--- src/rtl/sprite_pkg.sv ---
// Shared geometry, entity-word layout and helpers for the sprite compositor.
package sprite_pkg;

  localparam int NUM_ENTITIES_DEF   = 9;
  localparam int ID_W_DEF           = 4;
  localparam int LOC_W_DEF          = 8;
  localparam int TILE_PX_DEF        = 8;
  localparam int UPSCALE_DEF        = 5;
  localparam int SCREEN_TILES_H_DEF = 16;
  localparam int SCREEN_TILES_V_DEF = 12;

  localparam int ENTITY_W   = ID_W_DEF + 2 + LOC_W_DEF;
  localparam int LOC_LSB    = 0;
  localparam int ORIENT_LSB = LOC_W_DEF;
  localparam int ID_LSB     = LOC_W_DEF + 2;

  localparam logic [ID_W_DEF-1:0] UNUSED_ID = '1;
  localparam int TILE_LEN = TILE_PX_DEF * UPSCALE_DEF;

  localparam int CNT_W = 10;
  // Wide enough for row*16+col at the largest counter value (25*16+25).
  localparam int IDX_W = 11;
  localparam int PX_W  = $clog2(TILE_PX_DEF);

  function automatic logic [IDX_W-1:0] tile_index(input logic [CNT_W-1:0] h,
                                                  input logic [CNT_W-1:0] v);
    logic [CNT_W-1:0] col;
    logic [CNT_W-1:0] row;
    col = CNT_W'(h / TILE_LEN);
    row = CNT_W'(v / TILE_LEN);
    return IDX_W'(row) * IDX_W'(SCREEN_TILES_H_DEF) + IDX_W'(col);
  endfunction

  function automatic logic [PX_W-1:0] flip_col(input logic [PX_W-1:0] col,
                                              input logic            flip);
    return flip ? (PX_W'(TILE_PX_DEF - 1) - col) : col;
  endfunction

endpackage

--- src/rtl/sprite_hit_detector.sv ---
// Compares one shadowed entity against the stage-1 tile coordinate.
module sprite_hit_detector
  import sprite_pkg::*;
#(
  parameter int ID_W  = ID_W_DEF,
  parameter int LOC_W = LOC_W_DEF
) (
  input  logic [ID_W-1:0]  id_i,
  input  logic [LOC_W-1:0] loc_i,
  input  logic [IDX_W-1:0] tile_idx_i,
  input  logic             in_area_i,
  output logic             hit_o
);

  // Zero-extending the location keeps large tile indices from aliasing.
  assign hit_o = in_area_i && (id_i != {ID_W{1'b1}}) &&
                 (IDX_W'(loc_i) == tile_idx_i);

endmodule

--- src/rtl/sprite_compositor.sv ---
// Three-stage sprite compositor: per-frame entity snapshot, priority hit,
// external ROM lookup, flip and colour. Optional SPRITE_COLLISION_EN adds
// sticky collision / collision_mask outputs.
module sprite_compositor
  import sprite_pkg::*;
#(
  parameter int NUM_ENTITIES   = NUM_ENTITIES_DEF,
  parameter int ID_W           = ID_W_DEF,
  parameter int LOC_W          = LOC_W_DEF,
  parameter int TILE_PX        = TILE_PX_DEF,
  parameter int UPSCALE        = UPSCALE_DEF,
  parameter int SCREEN_TILES_H = SCREEN_TILES_H_DEF,
  parameter int SCREEN_TILES_V = SCREEN_TILES_V_DEF,
  parameter logic [NUM_ENTITIES-1:0] FLIP_MASK = 9'b110000000,
  parameter logic BG_COLOUR    = 1'b1
) (
  input  logic                                       clk,
  input  logic                                       reset,
  input  logic [NUM_ENTITIES*(ID_W+2+LOC_W)-1:0]     entities,
  input  logic [9:0]                                 counter_H,
  input  logic [9:0]                                 counter_V,
  output logic [ID_W-1:0]                            rom_sprite_id,
  output logic [1:0]                                 rom_orient,
  output logic [$clog2(TILE_PX)-1:0]                 rom_line,
  input  logic [TILE_PX-1:0]                         rom_data,
  output logic                                       colour,
`ifdef SPRITE_COLLISION_EN
  output logic                                       collision,
  output logic [NUM_ENTITIES-1:0]                    collision_mask,
`endif
  output logic [$clog2(NUM_ENTITIES+1)-1:0]          hit_channel
);

  localparam int EW   = ID_W + 2 + LOC_W;
  localparam int LN_W = $clog2(TILE_PX);
  localparam int CH_W = $clog2(NUM_ENTITIES + 1);
  localparam int T_LEN = TILE_PX * UPSCALE;
  localparam logic [9:0] AREA_H = 10'(SCREEN_TILES_H * T_LEN);
  localparam logic [9:0] AREA_V = 10'(SCREEN_TILES_V * T_LEN);
  localparam logic [CH_W-1:0] NO_CH = CH_W'(NUM_ENTITIES);

  logic snap;
  assign snap = (counter_H == 10'd0) && (counter_V == 10'd0);

  // Shadow entity table, refreshed only on the (0,0) edge.
  logic [ID_W-1:0]  sh_id_q     [NUM_ENTITIES];
  logic [1:0]       sh_orient_q [NUM_ENTITIES];
  logic [LOC_W-1:0] sh_loc_q    [NUM_ENTITIES];

  always_ff @(posedge clk or negedge reset) begin
    if (!reset) begin
      for (int n = 0; n < NUM_ENTITIES; n++) sh_id_q[n] <= '1;
    end else if (snap) begin
      for (int n = 0; n < NUM_ENTITIES; n++)
        sh_id_q[n] <= entities[n*EW + ID_LSB +: ID_W];
    end
  end

  always_ff @(posedge clk) begin
    if (snap) begin
      for (int n = 0; n < NUM_ENTITIES; n++) begin
        sh_orient_q[n] <= entities[n*EW + ORIENT_LSB +: 2];
        sh_loc_q[n]    <= entities[n*EW + LOC_LSB +: LOC_W];
      end
    end
  end

  // ---- Stage 1: tile coordinates and in-sprite pixel offsets ----
  logic [IDX_W-1:0] s1_idx_d, s1_idx_q;
  logic             s1_in_d,  s1_in_q;
  logic [LN_W-1:0]  s1_pxc_d, s1_pxc_q;
  logic [LN_W-1:0]  s1_pxr_d, s1_pxr_q;

  always_comb begin
    s1_idx_d = tile_index(counter_H, counter_V);
    s1_in_d  = (counter_H < AREA_H) && (counter_V < AREA_V);
    s1_pxc_d = LN_W'((counter_H % T_LEN) / UPSCALE);
    s1_pxr_d = LN_W'((counter_V % T_LEN) / UPSCALE);
  end

  always_ff @(posedge clk or negedge reset) begin
    if (!reset) begin
      s1_idx_q <= '0;
      s1_in_q  <= 1'b0;
      s1_pxc_q <= '0;
      s1_pxr_q <= '0;
    end else begin
      s1_idx_q <= s1_idx_d;
      s1_in_q  <= s1_in_d;
      s1_pxc_q <= s1_pxc_d;
      s1_pxr_q <= s1_pxr_d;
    end
  end

  logic [NUM_ENTITIES-1:0] hits;

  for (genvar g = 0; g < NUM_ENTITIES; g++) begin : g_det
    sprite_hit_detector #(
      .ID_W  (ID_W),
      .LOC_W (LOC_W)
    ) u_det (
      .id_i       (sh_id_q[g]),
      .loc_i      (sh_loc_q[g]),
      .tile_idx_i (s1_idx_q),
      .in_area_i  (s1_in_q),
      .hit_o      (hits[g])
    );
  end

  // ---- Stage 2: priority winner and ROM address ----
  logic [CH_W-1:0] win_d;
  logic [ID_W-1:0] win_id_d;
  logic [1:0]      win_or_d;
  logic            win_flip_d;
  logic            found;

  always_comb begin
    win_d      = NO_CH;
    win_id_d   = '1;
    win_or_d   = 2'd0;
    win_flip_d = 1'b0;
    found      = 1'b0;
    for (int n = 0; n < NUM_ENTITIES; n++) begin
      if (!found && hits[n]) begin
        found      = 1'b1;
        win_d      = CH_W'(n);
        win_id_d   = sh_id_q[n];
        win_or_d   = sh_orient_q[n];
        win_flip_d = FLIP_MASK[n];
      end
    end
  end

  logic [ID_W-1:0] rom_id_q;
  logic [1:0]      rom_or_q;
  logic [LN_W-1:0] rom_line_q;
  logic [LN_W-1:0] s2_pxc_q;
  logic [CH_W-1:0] s2_win_q;
  logic            s2_flip_q;
  logic            s2_nohit_q;

  always_ff @(posedge clk or negedge reset) begin
    if (!reset) begin
      rom_id_q   <= '0;
      rom_or_q   <= 2'd0;
      rom_line_q <= '0;
      s2_pxc_q   <= '0;
      s2_win_q   <= NO_CH;
      s2_flip_q  <= 1'b0;
      s2_nohit_q <= 1'b1;
    end else begin
      rom_id_q   <= win_id_d;
      rom_or_q   <= win_or_d;
      rom_line_q <= s1_pxr_q;
      s2_pxc_q   <= s1_pxc_q;
      s2_win_q   <= win_d;
      s2_flip_q  <= win_flip_d;
      s2_nohit_q <= !found;
    end
  end

  assign rom_sprite_id = rom_id_q;
  assign rom_orient    = rom_or_q;
  assign rom_line      = rom_line_q;

  // ---- Stage 3: ROM row arrives, pick the (possibly mirrored) column ----
  logic            colour_d, colour_q;
  logic [CH_W-1:0] hit_q;

  assign colour_d = s2_nohit_q ? BG_COLOUR : rom_data[flip_col(s2_pxc_q, s2_flip_q)];

  always_ff @(posedge clk or negedge reset) begin
    if (!reset) begin
      colour_q <= BG_COLOUR;
      hit_q    <= NO_CH;
    end else begin
      colour_q <= colour_d;
      hit_q    <= s2_win_q;
    end
  end

  assign colour      = colour_q;
  assign hit_channel = hit_q;

`ifdef SPRITE_COLLISION_EN
  logic                    s2_multi_q;
  logic [NUM_ENTITIES-1:0] s2_hits_q;
  logic                    coll_q;
  logic [NUM_ENTITIES-1:0] cmask_q;

  always_ff @(posedge clk or negedge reset) begin
    if (!reset) begin
      s2_multi_q <= 1'b0;
      s2_hits_q  <= '0;
    end else begin
      s2_multi_q <= |(hits & (hits - NUM_ENTITIES'(1)));
      s2_hits_q  <= hits;
    end
  end

  // The frame-start clear wins over a set from the pixel leaving stage 2.
  always_ff @(posedge clk or negedge reset) begin
    if (!reset) begin
      coll_q  <= 1'b0;
      cmask_q <= '0;
    end else if (snap) begin
      coll_q  <= 1'b0;
      cmask_q <= '0;
    end else if (s2_multi_q) begin
      coll_q  <= 1'b1;
      cmask_q <= cmask_q | s2_hits_q;
    end
  end

  assign collision      = coll_q;
  assign collision_mask = cmask_q;
`endif

endmodule

--- config.mk ---
export PLATFORM = sky130hd
export DESIGN_NAME = sprite_compositor
export DESIGN_NICKNAME = d
export VERILOG_FILES = /design/src/rtl/sprite_pkg.sv /design/src/rtl/sprite_hit_detector.sv /design/src/rtl/sprite_compositor.sv
export SDC_FILE = /design/constraint.sdc
export NUM_CORES = 1
export LEC_CHECK = 0
export ABC_CLOCK_PERIOD_IN_PS = 4450
export CORE_MARGIN = 2
export CORE_UTILIZATION = 45
export CTS_CLUSTER_DIAMETER = 80
export DETAILED_ROUTE_END_ITERATION = 6
export HOLD_SLACK_MARGIN = 0.06
export PLACE_DENSITY = 0.69
export SETUP_SLACK_MARGIN = 0.15
export SLEW_MARGIN = 20
export SYNTH_ARGS = -nofsm -noshare
export SYNTH_HDL_FRONTEND = slang
export SYNTH_SLANG_ARGS = --single-unit
--- constraint.sdc ---
create_clock -name clk -period 4.45 [get_ports clk]
set_clock_uncertainty 0.15 [all_clocks]
set_input_delay 0.89 -clock clk [delete_from_list [all_inputs] [get_ports clk]]
set_output_delay 0.89 -clock clk [all_outputs]
set_load 0.005 [all_outputs]
# Word level (Yosys, flattened, before mapping)

Memory sizes are Yosys's and may differ from the RTL's.
Cells that the tools add are included.

$add $sub $neg: 2
Multipliers: 0
Divide/modulo/power cells: 6
$lt $le $gt $ge: 3
Equal/unequal tests: 18
Shifts and indexed selects: 0
Multiplexer cells: 44
Bitwise gates (word level): 0
Reduce and logical (&&, ||, !) cells: 39

Operators by type and width:

| kind                                                | count |
|---|---|
| == test 8 x 11 -> 1 bit                             | 9 |
| two-way mux 4 bit                                   | 18 |
| divider 10 x 6 -> 32 bit, second input constant     | 2 |
| divider 32 x 3 -> 32 bit, second input constant     | 2 |
| modulo 10 x 6 -> 32 bit, second input constant      | 2 |
| != test 4 bit, second input constant                | 9 |
| logical AND 1 bit                                   | 28 |
| zero test 10 bit                                    | 2 |
| two-way mux 2 bit                                   | 9 |
| two-way mux 1 bit                                   | 15 |
| adder 11 x 10 -> 11 bit                             | 1 |
| < comparator 10 bit, second input constant          | 1 |
| < comparator 10 x 9 -> 1 bit, second input constant | 1 |
| zero test 1 bit                                     | 9 |
| < comparator 3 x 4 -> 1 bit, second input constant  | 1 |
| binary-select mux 1 bit (select 3 bit)              | 1 |
| two-way mux 3 bit                                   | 1 |
| subtractor 3 bit, first input constant              | 1 |

Register bits after elaboration: 77
Bits in latches: 0
RAM bits: 90
Bits in read-only memories: 0
Logic and storage cells: 136
Memories: 2

Memories:

| name        | words | bits a word | read ports | clocked after Yosys merged registers in | wr ports | RTL line                | text |
|---|---|---|---|---|---|---|---|
| sh_loc_q    | 9     | 8           | 9          | 0                                       | 9        | sprite_compositor.sv:48 | `logic [LOC_W-1:0] sh_loc_q [NUM_ENTITIES];` |
| sh_orient_q | 9     | 2           | 9          | 0                                       | 9        | sprite_compositor.sv:47 | `logic [1:0] sh_orient_q [NUM_ENTITIES];` |

# Longest topological paths before layout

Gate-level depths: netlist of the first run.

Word-level depth: 29
Gate-level depth with buffers: 29
Depth with buffers taken out: 25

# By module

Synthesis of the first run repeated with hierarchy kept, for this count alone.

Cells, all modules: 1026
Area, all modules: 10631.4 sq um

By module, submodules not included:

| module              | instances | cells each | area an instance (sq um) | seq. area each (sq um) |
|---|---|---|---|---|
| sprite_compositor   | 1         | 909        | 9629.2                   | 4657.0 |
| sprite_hit_detector | 9         | 13         | 111.4                    | 0.0 |

# Worst setup path after synthesis of the first run

Ideal clock, no wire load.

Kind: in2reg
Start: input counter_V[8]
End: register s1_pxr_q[0]
Setup time: 0.101 ns
Arrival time: 6.499 ns
Slack: -2.299 ns
Cell stages on the path: 26
Buffers on the path: 1
Cells stage by stage: buf_4 > nor2_2 > inv_1 > ha_1 > nand2b_1 > o21ai_2 > nand2_1 > a2bb2oi_1 > and4_1 > o21a_1 > a211oi_4 > a32oi_1 > o32ai_2 > nor3_1 > a221o_1 > nor2_1 > nor2_1 > a21o_1 > o31ai_1 > ha_1 > nor3_1 > a32oi_1 > nand4_1 > or3_4 > mux2_4 > o32ai_1

Word-level cells in the longest chain between the ends: 2

Ends and longest elaborated chain:

| what                     | RTL line                | text |
|---|---|---|
| from (decl)              | sprite_compositor.sv:21 | `input logic [9:0] counter_V,` |
| modulo 10 x 6 -> 32 bit  | sprite_compositor.sv:78 | `s1_pxr_d = LN_W'((counter_V % T_LEN) / UPSCALE);` |
| divider 32 x 3 -> 32 bit | sprite_compositor.sv:78 |  |
| net s1_pxr_d[0]          | sprite_compositor.sv:72 | `logic [LN_W-1:0] s1_pxr_d, s1_pxr_q;` |
| to (signal assigned)     | sprite_compositor.sv:91 | `s1_pxr_q <= s1_pxr_d;` |
| to (decl)                | sprite_compositor.sv:72 |  |

The timed path passes the listed nets, and every way through them passes these cells.
A chain may end at the register's enable or synchronous reset.

# Worst setup path after layout of the first run

Same ends and word-level chain as after synthesis.

==> metrics.md, run 1 <==
| Metric | Value |
|---|---|
| Status | finished, violations left |
| Failing checks | negative setup slack |
| Post-synthesis average cell area | 10.6 µm² |
| WS Path Type | input port to flip-flop |
| RSZ-0062 raised after global routing | true |
| Fraction of layout cells with a size suffix above 1 | 0.387 |
| Worst slew pin tran | 0.984 ns |
| Number of global-route vias before repair | 9381 |
| EDFF count, synth | 90 |
| Total wire length | approximately 30 mm |
| Sink Count | 166 |
| Final worst-path setup slack | -1.67 ns |
| Worst-case reg-to-reg path depth | 10 |
| Seq cells post-synth | between 150 and 200 |
| Clock tree root driver cell | clkbuf_16 |
| CTS tree | built |
| Worst-Skew Late Latency | around 0.43 ns |
| DR DRC count | 0 |
| Final setup violation count | 6 |
| DRT antenna net count | 0 |
| Hold_ws | about 0.2 ns |
| CP top delay family | compound AO/OA/AOI/OAI gates |
| Syn Std Cell Area | slightly above 0.01 mm² |
| Final HPWL DP | about 23 mm |
| Initial antenna violation count | 8 |
| TritonCTS Buffers | 17 |
| Cell type with the largest total area after synthesis | edfxtp_1 |
| Routed length per instance | between 15 and 20 µm |
| Initial Utilization | 0.456 |
| Total global-route track usage | 0.255 |
| DRT iter0 DRCs | 498 |
| Crit-path slowest cell | or4_1 |
| Die W | between 150 and 200 µm |
| DP Area | ~0.014 mm² |
| Tcrit/Tclk final | 1.38 |
| PortBufs | between 150 and 200 |
| Worst path depth | 28 |
| Final hold violations | 0 |
| DP Worst Slack | -2.60 ns |
| Worst path most repeated cell | buf_4 |
| GPL Wtd Cong | about 0.9 |
| Post-synth cell types | about 110 |
| Fmax | between 150 and 200 MHz |
| Via density | around 5.6 |
| Worst Path Required | approximately 4.6 ns |
| Fin nets | ~1.5k |
| Grt ovf | 0 |
| Clk slew on worst S/H paths | approximately 0.070 ns |
| Fin util | 0.683 |
| Synth top area share | 0.263 |
| Worst setup SP type | input port |
| Multi-input logic area | around 0.006 mm² |
| Slew HR | 0.344 |
| Ys flop type | edfxtp_1 |
| I/O Pins | 170 |
| Critical path fanouts, max | 5 |
| CP bufs+invs | 6 |
| Core area | ~0.023 mm² |
| Yosys warns | 0 |
| Syn nets | between 1k and 1.5k |
| Commonest cells after routing, fill and taps aside | buf_4 (232), clkdlybuf4s50_1 (160), edfxtp_1 (90) |
| Placement Rows | 55 |
| First-pass GRT wire length | approximately 49 mm |
| Commonest non-fill, non-tap cell in the layout | buf_4 |
| Seq. cell area | approximately 0.0047 mm² |
| Largest net degree at the start of global routing | 77 |
| Worst EP arrival | around 6.3 ns |
| Pwr per Cell Area | ~370 mW/mm² |
| Post-route cell area | roughly 0.015 mm² |
| Slew Viols, Final | 0 |
| Via count | roughly 9.4k |
| Area contributors post-synth | edfxtp_1 (26%), dfstp_2 (11%), dfrtp_1 (8.3%) |
| Peak supply drop | 0.277 mV |
| Cell count after synthesis | between 900 and 1k |
| Hold Path Cell Cnt | 0 |
| Fin crit period | 6.12 ns |
| Die Ht | 155 µm |
| Leakage power | between 5 and 6 nW |
| Sequential-to-total area share from yosys stat | 0.453 |
| CTS H-tree depth | 4 |
| Fillers | between 1.5k and 2k |
| TritonRoute pass-1 iters | 6 |
| Die area | around 0.024 mm² |
| Post-synth ARST share | 0.458 |
| Max Buffers Root-to-Sink | 2 |
| Largest stage delay, worst path | ~0.46 ns |
| Max-cap violation count | 0 |
| P&R area growth vs syn | 49.8% |
| Critical Path End Type | flip-flop |
| Worst hold-check path type | flip-flop to flip-flop |
## repair_timing
item                                    in CTS  in global routing
hold buffers                                 0                  0
endpoints found under the setup margin       6                  6
buffers inserted                            36                 15
gates resized for setup                    107                 22
pin swaps                                   70                 35
gates cloned                                 3                  0
## per-stage QoR
step	power [mW]	TNS, ns	cells
global placement	3.86	-10.94	1571
CTS	5.60	-5.40	1642
global route	6.00	-7.07	1658
floorplan	3.03	-5.89	975
finish	5.71	-5.75	1661
detailed placement	3.89	-11.38	1571
## state kept, by name, summed over array words and instances (netlist names)
| name | count |
|---|---|
| sh_loc_q | 72 |
| s1_idx_q | 10 |
| rom_sprite_id | 4 |
| colour | 1 |
| rom_orient | 2 |
| rom_line | 3 |
| s1_pxr_q | 3 |
| hit_channel | 4 |
| s2_win_q | 4 |
| s1_pxc_q | 3 |
| sh_orient_q | 18 |
| s2_nohit_q | 1 |
| s2_flip_q | 1 |
| s1_in_q | 1 |
| s2_pxc_q | 3 |
| sh_id_q | 36 |
## power breakdown
group / switching [mW] / total, mW / internal, mW
clock: 0.650 / 1.41 / 0.763
combinational: 1.14 / 2.51 / 1.37
sequential: 0.0949 / 1.79 / 1.70
## per-layer routing
metal	vias to the layer above	GRT usage	wire length [µm]
met2	230	0.437	14900
met3	50	0.0521	1760
li1	4500	-	-
met5	-	0	46
met1	4568	0.330	13500
met4	8	0.0673	646
## cells in the mapped netlist, drive strengths merged, types with 27 or more instances
master and instances:
edfxtp 90, nand2 65, xnor2 62, nor2 59, dfstp 42, mux2 41, nor3 41, o21ai 41
nand4 39, clkbuf 34, dfrtp 34, a21oi 33, inv 27
## worst reg2reg max path: stages, from the launching register on
cell,delay (ns)
dfrtp_1,0.71
xnor2_1,0.18
nand4_1,0.08
or4_1,0.59
or4_1,0.61
o21ai_0,0.24
o211ai_1,0.12
o21a_1,0.13
mux2_2,0.27
mux2_2,0.26
mux2_2,0.26
## logic make-up (layout without fill, tap and decap cells)
kind of cell | count (synthesis) | after routing | share of synthesized area
AND/OR/NAND/NOR | 329 | 329 | 0.172
AO/OA/AOI/OAI | 247 | 248 | 0.189
flip-flops | 166 | 166 | 0.453
XOR/XNOR | 83 | 83 | 0.0707
buffers and inverters | 83 | 479 | 0.0368
multiplexers | 57 | 57 | 0.0669
adder cells (fa/ha/maj) | 10 | 10 | 0.0117
other | 0 | 4 | 0
## layout make-up
| class | instances | area share |
|---|---|---|
| Antenna cell | 4 | 0.000650 |
| Clock buffer | 19 | 0.0295 |
| Clock inverter | 13 | 0.00682 |
| Inverter | 28 | 0.00682 |
| Multi-Input combinational cell | 727 | 0.391 |
| Sequential cell | 166 | 0.302 |
| Tap cell | 285 | 0.0231 |
| Timing Repair Buffer | 419 | 0.240 |
## worst paths after layout
check	start	end	slack (ns)
max in group asynchronous	reset	s1_idx_q[0]$_DFF_PN0_	3.04
setup reg to reg	s1_idx_q[7]$_DFF_PN0_	rom_orient[0]$_DFF_PN0_	0.75
hold reg to reg	s2_win_q[2]$_DFF_PN0_	hit_channel[2]$_DFF_PN0_	0.19
hold / removal	s2_win_q[2]$_DFF_PN0_	hit_channel[2]$_DFF_PN0_	0.19
min in group asynchronous	reset	hit_channel[2]$_DFF_PN0_	0.49
setup / recovery	counter_V[8]	s1_pxr_q[0]$_DFF_PN0_	-1.67
Power figures use the tool's default switching activity.
==> run 2, diff against run 1 <==
--- a/config.mk
+++ b/config.mk
@@ -6,13 +6,16 @@
 export NUM_CORES = 1
 export LEC_CHECK = 0
 export ABC_CLOCK_PERIOD_IN_PS = 4450
+export CELL_PAD_IN_SITES_DETAIL_PLACEMENT = 0
+export CELL_PAD_IN_SITES_GLOBAL_PLACEMENT = 1
 export CORE_MARGIN = 2
-export CORE_UTILIZATION = 45
+export CORE_UTILIZATION = 43
 export CTS_CLUSTER_DIAMETER = 80
 export DETAILED_ROUTE_END_ITERATION = 6
 export HOLD_SLACK_MARGIN = 0.06
-export PLACE_DENSITY = 0.69
+export PLACE_DENSITY_LB_ADDON = 0.1
 export SETUP_SLACK_MARGIN = 0.15
+export SKIP_CTS_REPAIR_TIMING = 1
 export SLEW_MARGIN = 20
 export SYNTH_ARGS = -nofsm -noshare
 export SYNTH_HDL_FRONTEND = slang
==> run 2 against run 1 <==
Against the previous run:
- sequential share of layout area up 0.11 points
- non-clock buffer count down 7
- highest routed layer unchanged
- core utilization down 2.9 points
- flip-flop and latch count unchanged
- critical path type unchanged
- the flow still finishes with violations (negative setup slack)
- hold slack better by 0.0040 ns
- via count down 1.1%
- clock power up 4%
- largest cell class unchanged
- total power down 1.3%
==> metrics.md, run 2 (synthesis gave the netlist of run 1 again) <==
| Metric | Value |
|---|---|
| GPL Wtd Cong | approximately 0.88 |
| Slew Viols, Final | 0 |
| TritonRoute pass-1 iters | 5 |
| Core area | 0.0235 mm² |
| DP Worst Slack | -2.49 ns |
| Worst Path Required | between 4 and 5 ns |
| Die area | approximately 0.025 mm² |
| Grt ovf | 0 |
| Hold Path Cell Cnt | 0 |
| Critical path fanouts, max | 6 |
| Pwr per Cell Area | 367 mW/mm² |
| Worst R2R Setup Slack | approximately 0.64 ns |
| Worst setup SP type | input port |
| Status | finished, violations left |
| Placement Rows | 56 |
| Fin nets | around 1.5k |
| Initial Utilization | 0.438 |
| Final HPWL DP | 23.5 mm |
| Peak supply drop | 0.262 mV |
| Worst EP arrival | about 6.4 ns |
| Clock tree root driver cell | clkbuf_16 |
| RSZ-0062 raised after global routing | true |
| Die W | between 150 and 200 µm |
| Routed length per instance | 18.1 µm |
| PortBufs | approximately 170 |
| DRT iter0 DRCs | approximately 570 |
| Critical Path End Type | flip-flop |
| Slew HR | 0.347 |
| Hold EP | s2_pxc_q[1]$_DFF_PN0_ |
| Worst-case reg-to-reg path depth | 10 |
| Fin Setup TNS | -6.35 ns |
| Initial antenna violation count | 7 |
| Final setup violation count | 6 |
| Biggest regs | sh_loc_q: 72 flops, sh_id_q: 36 flops, sh_orient_q: 18 flops |
| CTS H-tree depth | 4 |
| Fin crit period | approximately 6.2 ns |
| RR Startpoint | s1_idx_q[7]$_DFF_PN0_ |
| Total global-route track usage | 0.236 |
| Number of global-route vias before repair | 8809 |
| I/O Pins | 170 |
| Leakage power | approximately 5.9 nW |
| Worst hold-check path type | flip-flop to flip-flop |
| Max Buffers Root-to-Sink | 2 |
| Fraction of layout cells with a size suffix above 1 | 0.372 |
| Biggest register | sh_loc_q |
| Tcrit/Tclk final | 1.39 |
| TritonCTS Buffers | 17 |
| Total power | around 5.6 mW |
| Failing checks | negative setup slack |
| Via density | approximately 5.5 |
| Worst slew pin tran | around 1 ns |
| Total wire length | around 30 mm |
| Final hold violations | 0 |
| WS Path Type | input port to flip-flop |
| P&R area growth vs syn | 49.2% |
| FF-to-FF End | rom_orient[0]$_DFF_PN0_ |
| Hold_sp | s1_pxc_q[1]$_DFF_PN0_ |
| Max reg flops | 72 |
| Clk slew on worst S/H paths | ~0.070 ns |
| Worst-Skew Late Latency | 0.42 ns |
| Commonest non-fill, non-tap cell in the layout | buf_4 |
| First-pass GRT wire length | ~46 mm |
| DRT antenna net count | 0 |
| DR DRC count | 0 |
| Via count | ~9.3k |
| Final worst-path setup slack | -1.72 ns |
| Max-cap violation count | 0 |
| Fmax | 162 MHz |
| Commonest cells after routing, fill and taps aside | buf_4 (228), clkdlybuf4s50_1 (160), edfxtp_1 (90) |
| Sink Count | around 170 |
| CTS tree | built |
| Largest net degree at the start of global routing | a little under 80 |
| Die Ht | between 150 and 200 µm |
## run 2: cell count changes in the layout (fill, tap and decap cells not counted), sizes merged
cell / before / now
clkdlybuf4s15: 2 / 0
o21ai: 42 / 41
dlymetal6s2s: 0 / 4
diode: 4 / 3
dlygate4sd2: 2 / 0
clkinvlp: 1 / 2
buf: 255 / 247
a211oi: 17 / 18
## run 2: stage by stage
step / instance area [µm²] / std cells / util / hold WS [ns]
after floorplan: 10600 / 975 / - / 0.181
after global placement: 14100 / 1617 / 0.599 / 0.183
after detailed placement: 14100 / 1617 / 0.599 / 0.186
after CTS: 14700 / 1649 / 0.624 / 0.199
after global routing: 15300 / 1685 / 0.654 / 0.206
final: 15400 / 1687 / 0.654 / 0.199
## run 2: critical path, stage by stage
cell and delay, ns:
buf_8 0.10, nor2_4 0.10, inv_2 0.06, ha_4 0.23, nand2b_4 0.17, o21ai_4 0.32
buf_12 0.16, a2111oi_4 0.06, a31oi_2 0.20, nand4_2 0.19, buf_4 0.19, and4_1 0.18
a211oi_1 0.29, nand3_2 0.10, buf_4 0.17, or3_1 0.42, o21ai_2 0.18, a2111oi_4 0.08
or3_1 0.41, o211ai_1 0.17, o31ai_4 0.13, ha_2 0.23, or4_4 0.53, nand4_1 0.12
or3_4 0.15, mux2_4 0.30, o32ai_2 0.19
## run 2: how the worst max path moves through the flow
stage               slack [ns]  cells after the start                    end    startpoint
finish                   -1.72                     27  s1_pxr_q[0]$_DFF_PN0_  counter_V[8]
global route             -1.93                     29  s1_pxr_q[0]$_DFF_PN0_  counter_V[8]
global placement         -2.39                     28  s1_pxr_q[0]$_DFF_PN0_  counter_V[7]
detailed placement       -2.49                     28  s1_pxr_q[0]$_DFF_PN0_  counter_V[7]
CTS                      -2.05                     28  s1_pxr_q[0]$_DFF_PN0_  counter_V[7]
floorplan                -1.86                     26  s1_pxr_q[0]$_DFF_PN0_  counter_V[7]
## run 2: area by class of cell
class / count / area [µm²]
clock inverter: 14 / 150
fill: 1899 / 8120
timing repair buffer: 412 / 3640
sequential: 166 / 4660
tap: 319 / 399
antenna: 3 / 7.51
inverter: 28 / 105
clock buffer: 18 / 450
multi-input combinational: 727 / 5950
## run 2: routing by layer
metal	vias up	track usage	wire length, µm
li1	4494	-	-
met1	4473	0.295	12900
met2	239	0.413	15300
met3	39	0.0520	1800
met4	6	0.0592	541
met5	-	0	40
## run 2: power breakdown
group,switching (mW),internal [mW]
sequential,0.0917,1.70
clock,0.671,0.786
combinational,1.10,1.29
==> run 3, diff against run 2 <==
--- a/config.mk
+++ b/config.mk
@@ -6,14 +6,13 @@
 export NUM_CORES = 1
 export LEC_CHECK = 0
 export ABC_CLOCK_PERIOD_IN_PS = 4450
-export CELL_PAD_IN_SITES_DETAIL_PLACEMENT = 0
-export CELL_PAD_IN_SITES_GLOBAL_PLACEMENT = 1
+export CAP_MARGIN = 20
 export CORE_MARGIN = 2
-export CORE_UTILIZATION = 43
+export CORE_UTILIZATION = 45
 export CTS_CLUSTER_DIAMETER = 80
 export DETAILED_ROUTE_END_ITERATION = 6
 export HOLD_SLACK_MARGIN = 0.06
-export PLACE_DENSITY_LB_ADDON = 0.1
+export PLACE_DENSITY = 0.69
 export SETUP_SLACK_MARGIN = 0.15
 export SKIP_CTS_REPAIR_TIMING = 1
 export SLEW_MARGIN = 20
==> run 3 against run 2 <==
Against the previous run:
- critical endpoint unchanged
- wire length rose by 0.69%
- critical path type unchanged
- flip-flop and latch count did not move
- the run still ends with negative setup slack left
- largest power group unchanged
- largest cell class unchanged
- highest routed layer unchanged
- count of clock-buffer cells in the layout rose by 1
==> metrics.md, run 3 (synthesis gave the netlist of run 1 again) <==
| Metric | Value |
|---|---|
| Grt ovf | 0 |
| PortBufs | 169 |
| DRT antenna net count | 0 |
| Final setup violation count | 6 |
| I/O Pins | between 150 and 200 |
| Total global-route track usage | 0.246 |
| Final hold violations | 0 |
| Final worst-path setup slack | -1.68 ns |
| Via count | 9280 |
| CTS tree | built |
| Seq. cell area | ~0.0047 mm² |
| Hold_sp | s2_win_q[2]$_DFF_PN0_ |
| Worst Path Required | between 4 and 5 ns |
| Multi-input logic area | slightly below 0.006 mm² |
| Clock tree root driver cell | clkbuf_16 |
| Routed length per instance | roughly 19 µm |
| Fraction of layout cells with a size suffix above 1 | 0.366 |
| Tcrit/Tclk final | 1.38 |
| First-pass GRT wire length | about 47 mm |
| Crit-path slowest cell | or4_1 |
| Hold EP | hit_channel[2]$_DFF_PN0_ |
| DP Area | around 0.014 mm² |
| Worst hold-check path type | flip-flop to flip-flop |
| Via density | between 5 and 6 |
| Pwr per Cell Area | approximately 370 mW/mm² |
| CTS H-tree depth | 4 |
| Commonest non-fill, non-tap cell in the layout | buf_4 |
| Status | finished, violations left |
| Largest stage delay, worst path | 0.49 ns |
| FF-to-FF End | rom_orient[0]$_DFF_PN0_ |
| Biggest register | sh_loc_q |
| Core area | 0.0226 mm² |
| WS Path Type | input port to flip-flop |
| Post-route cell area | between 0.015 and 0.02 mm² |
| Worst EP arrival | approximately 6.3 ns |
| Fin util | 0.672 |
| Number of global-route vias before repair | about 9.0k |
| Clk slew on worst S/H paths | roughly 0.07 ns |
| Initial antenna violation count | 8 |
| Fin crit period | 6.13 ns |
| Max reg flops | 72 |
| Slew Viols, Final | 0 |
| Leakage power | 5.81 nW |
| Hold_ws | about 0.20 ns |
| Die area | ~0.024 mm² |
| Worst setup SP type | input port |
| TritonRoute pass-1 iters | 6 |
| Fmax | 163 MHz |
| DR DRC count | 0 |
| Worst-Skew Late Latency | between 0.4 and 0.5 ns |
| Max-cap violation count | 0 |
| Fillers | approximately 1.7k |
| Max Buffers Root-to-Sink | 2 |
| Critical path fanouts, max | 9 |
| Worst slew pin tran | between 0.9 and 1 ns |
| GPL Wtd Cong | roughly 0.88 |
| P&R area growth vs syn | 47.4% |
| Fin nets | 1500 |
| Initial Utilization | 0.456 |
| Placement Rows | 55 |
| Worst R2R Setup Slack | 0.74 ns |
| Hold Path Cell Cnt | 0 |
| DRT iter0 DRCs | 536 |
| RR Startpoint | s1_idx_q[7]$_DFF_PN0_ |
| Post-Place Cells | ~1.6k |
| Worst-case reg-to-reg path depth | 10 |
| Slew HR | 0.351 |
| Peak supply drop | 0.251 mV |
| Worst path most repeated cell | buf_4 |
| Failing checks | negative setup slack |
| RSZ-0062 raised after global routing | true |
| TritonCTS Buffers | 17 |
| Total wire length | a little over 30 mm |
| Die W | 155 µm |
| Biggest regs | sh_loc_q: 72 flops, sh_id_q: 36 flops, sh_orient_q: 18 flops |
| Finished Layout Cells | approximately 1.6k |
| Die Ht | between 150 and 200 µm |
| Final HPWL DP | roughly 23 mm |
| Critical Path End Type | flip-flop |
| Total power | 5.56 mW |
| Largest net degree at the start of global routing | 77 |
| Commonest cells after routing, fill and taps aside | buf_4 (215), clkdlybuf4s50_1 (160), edfxtp_1 (90) |
| Sink Count | about 170 |
## run 3: cell count changes in the layout (fill, tap and decap cells not counted), sizes merged
cell,change
buf,-16
clkbuf,+2
a211oi,-1
clkinvlp,-1
diode,+1
## run 3: metrics by stage
step | setup TNS [ns] | setup WS (ns)
4_1_cts | -8.24 | -2.18
6_report | -5.90 | -1.68
3_5_place_dp | -11.38 | -2.60
5_1_grt | -7.11 | -1.90
3_3_place_gp | -10.94 | -2.42
2_1_floorplan | -5.89 | -1.86
## run 3: worst max-delay path: cells and delay by family
family	cells	cell delay [ns]
AO/OA/AOI/OAI	11	2.01
adder cells (fa/ha/maj)	2	0.43
buffers and inverters	7	0.96
multiplexers	1	0.30
AND/OR/NAND/NOR	8	1.71
## run 3: layout make-up
cell class	instances	share of cell area
multi-input cells	726	0.394
flip-flops and latches	166	0.307
repair buffers	397	0.231
clock buffers	19	0.0300
well taps	285	0.0235
clock inverters	13	0.00693
inverters	28	0.00693
diodes	4	0.000660
## run 3: layer usage
metal  GRT usage  share of wire  vias up
met5           0         0.0018        -
met4      0.0564          0.015        8
met3      0.0535          0.057       38
met2       0.417           0.49      247
met1       0.324           0.44     4536
li1            -              -     4451
## run 3: how the worst max path moves through the flow
| stage | startpoint | end | slack [ns] |
|---|---|---|---|
| floorplan | counter_V[7] | s1_pxr_q[0]$_DFF_PN0_ | -1.86 |
| global placement | counter_V[9] | s1_pxr_q[0]$_DFF_PN0_ | -2.42 |
| detailed placement | counter_V[9] | s1_pxr_q[0]$_DFF_PN0_ | -2.60 |
| CTS | counter_V[9] | s1_pxr_q[0]$_DFF_PN0_ | -2.18 |
| global route | counter_V[7] | s1_pxr_q[0]$_DFF_PN0_ | -1.90 |
| finish | counter_V[7] | s1_pxr_q[0]$_DFF_PN0_ | -1.68 |
## run 3: power by group
part	internal, mW	leakage [nW]	total [mW]	switching, mW
Combinational	1.26	3.89	2.36	1.09
Clock	0.763	0.277	1.41	0.644
Sequential	1.70	1.64	1.79	0.0950
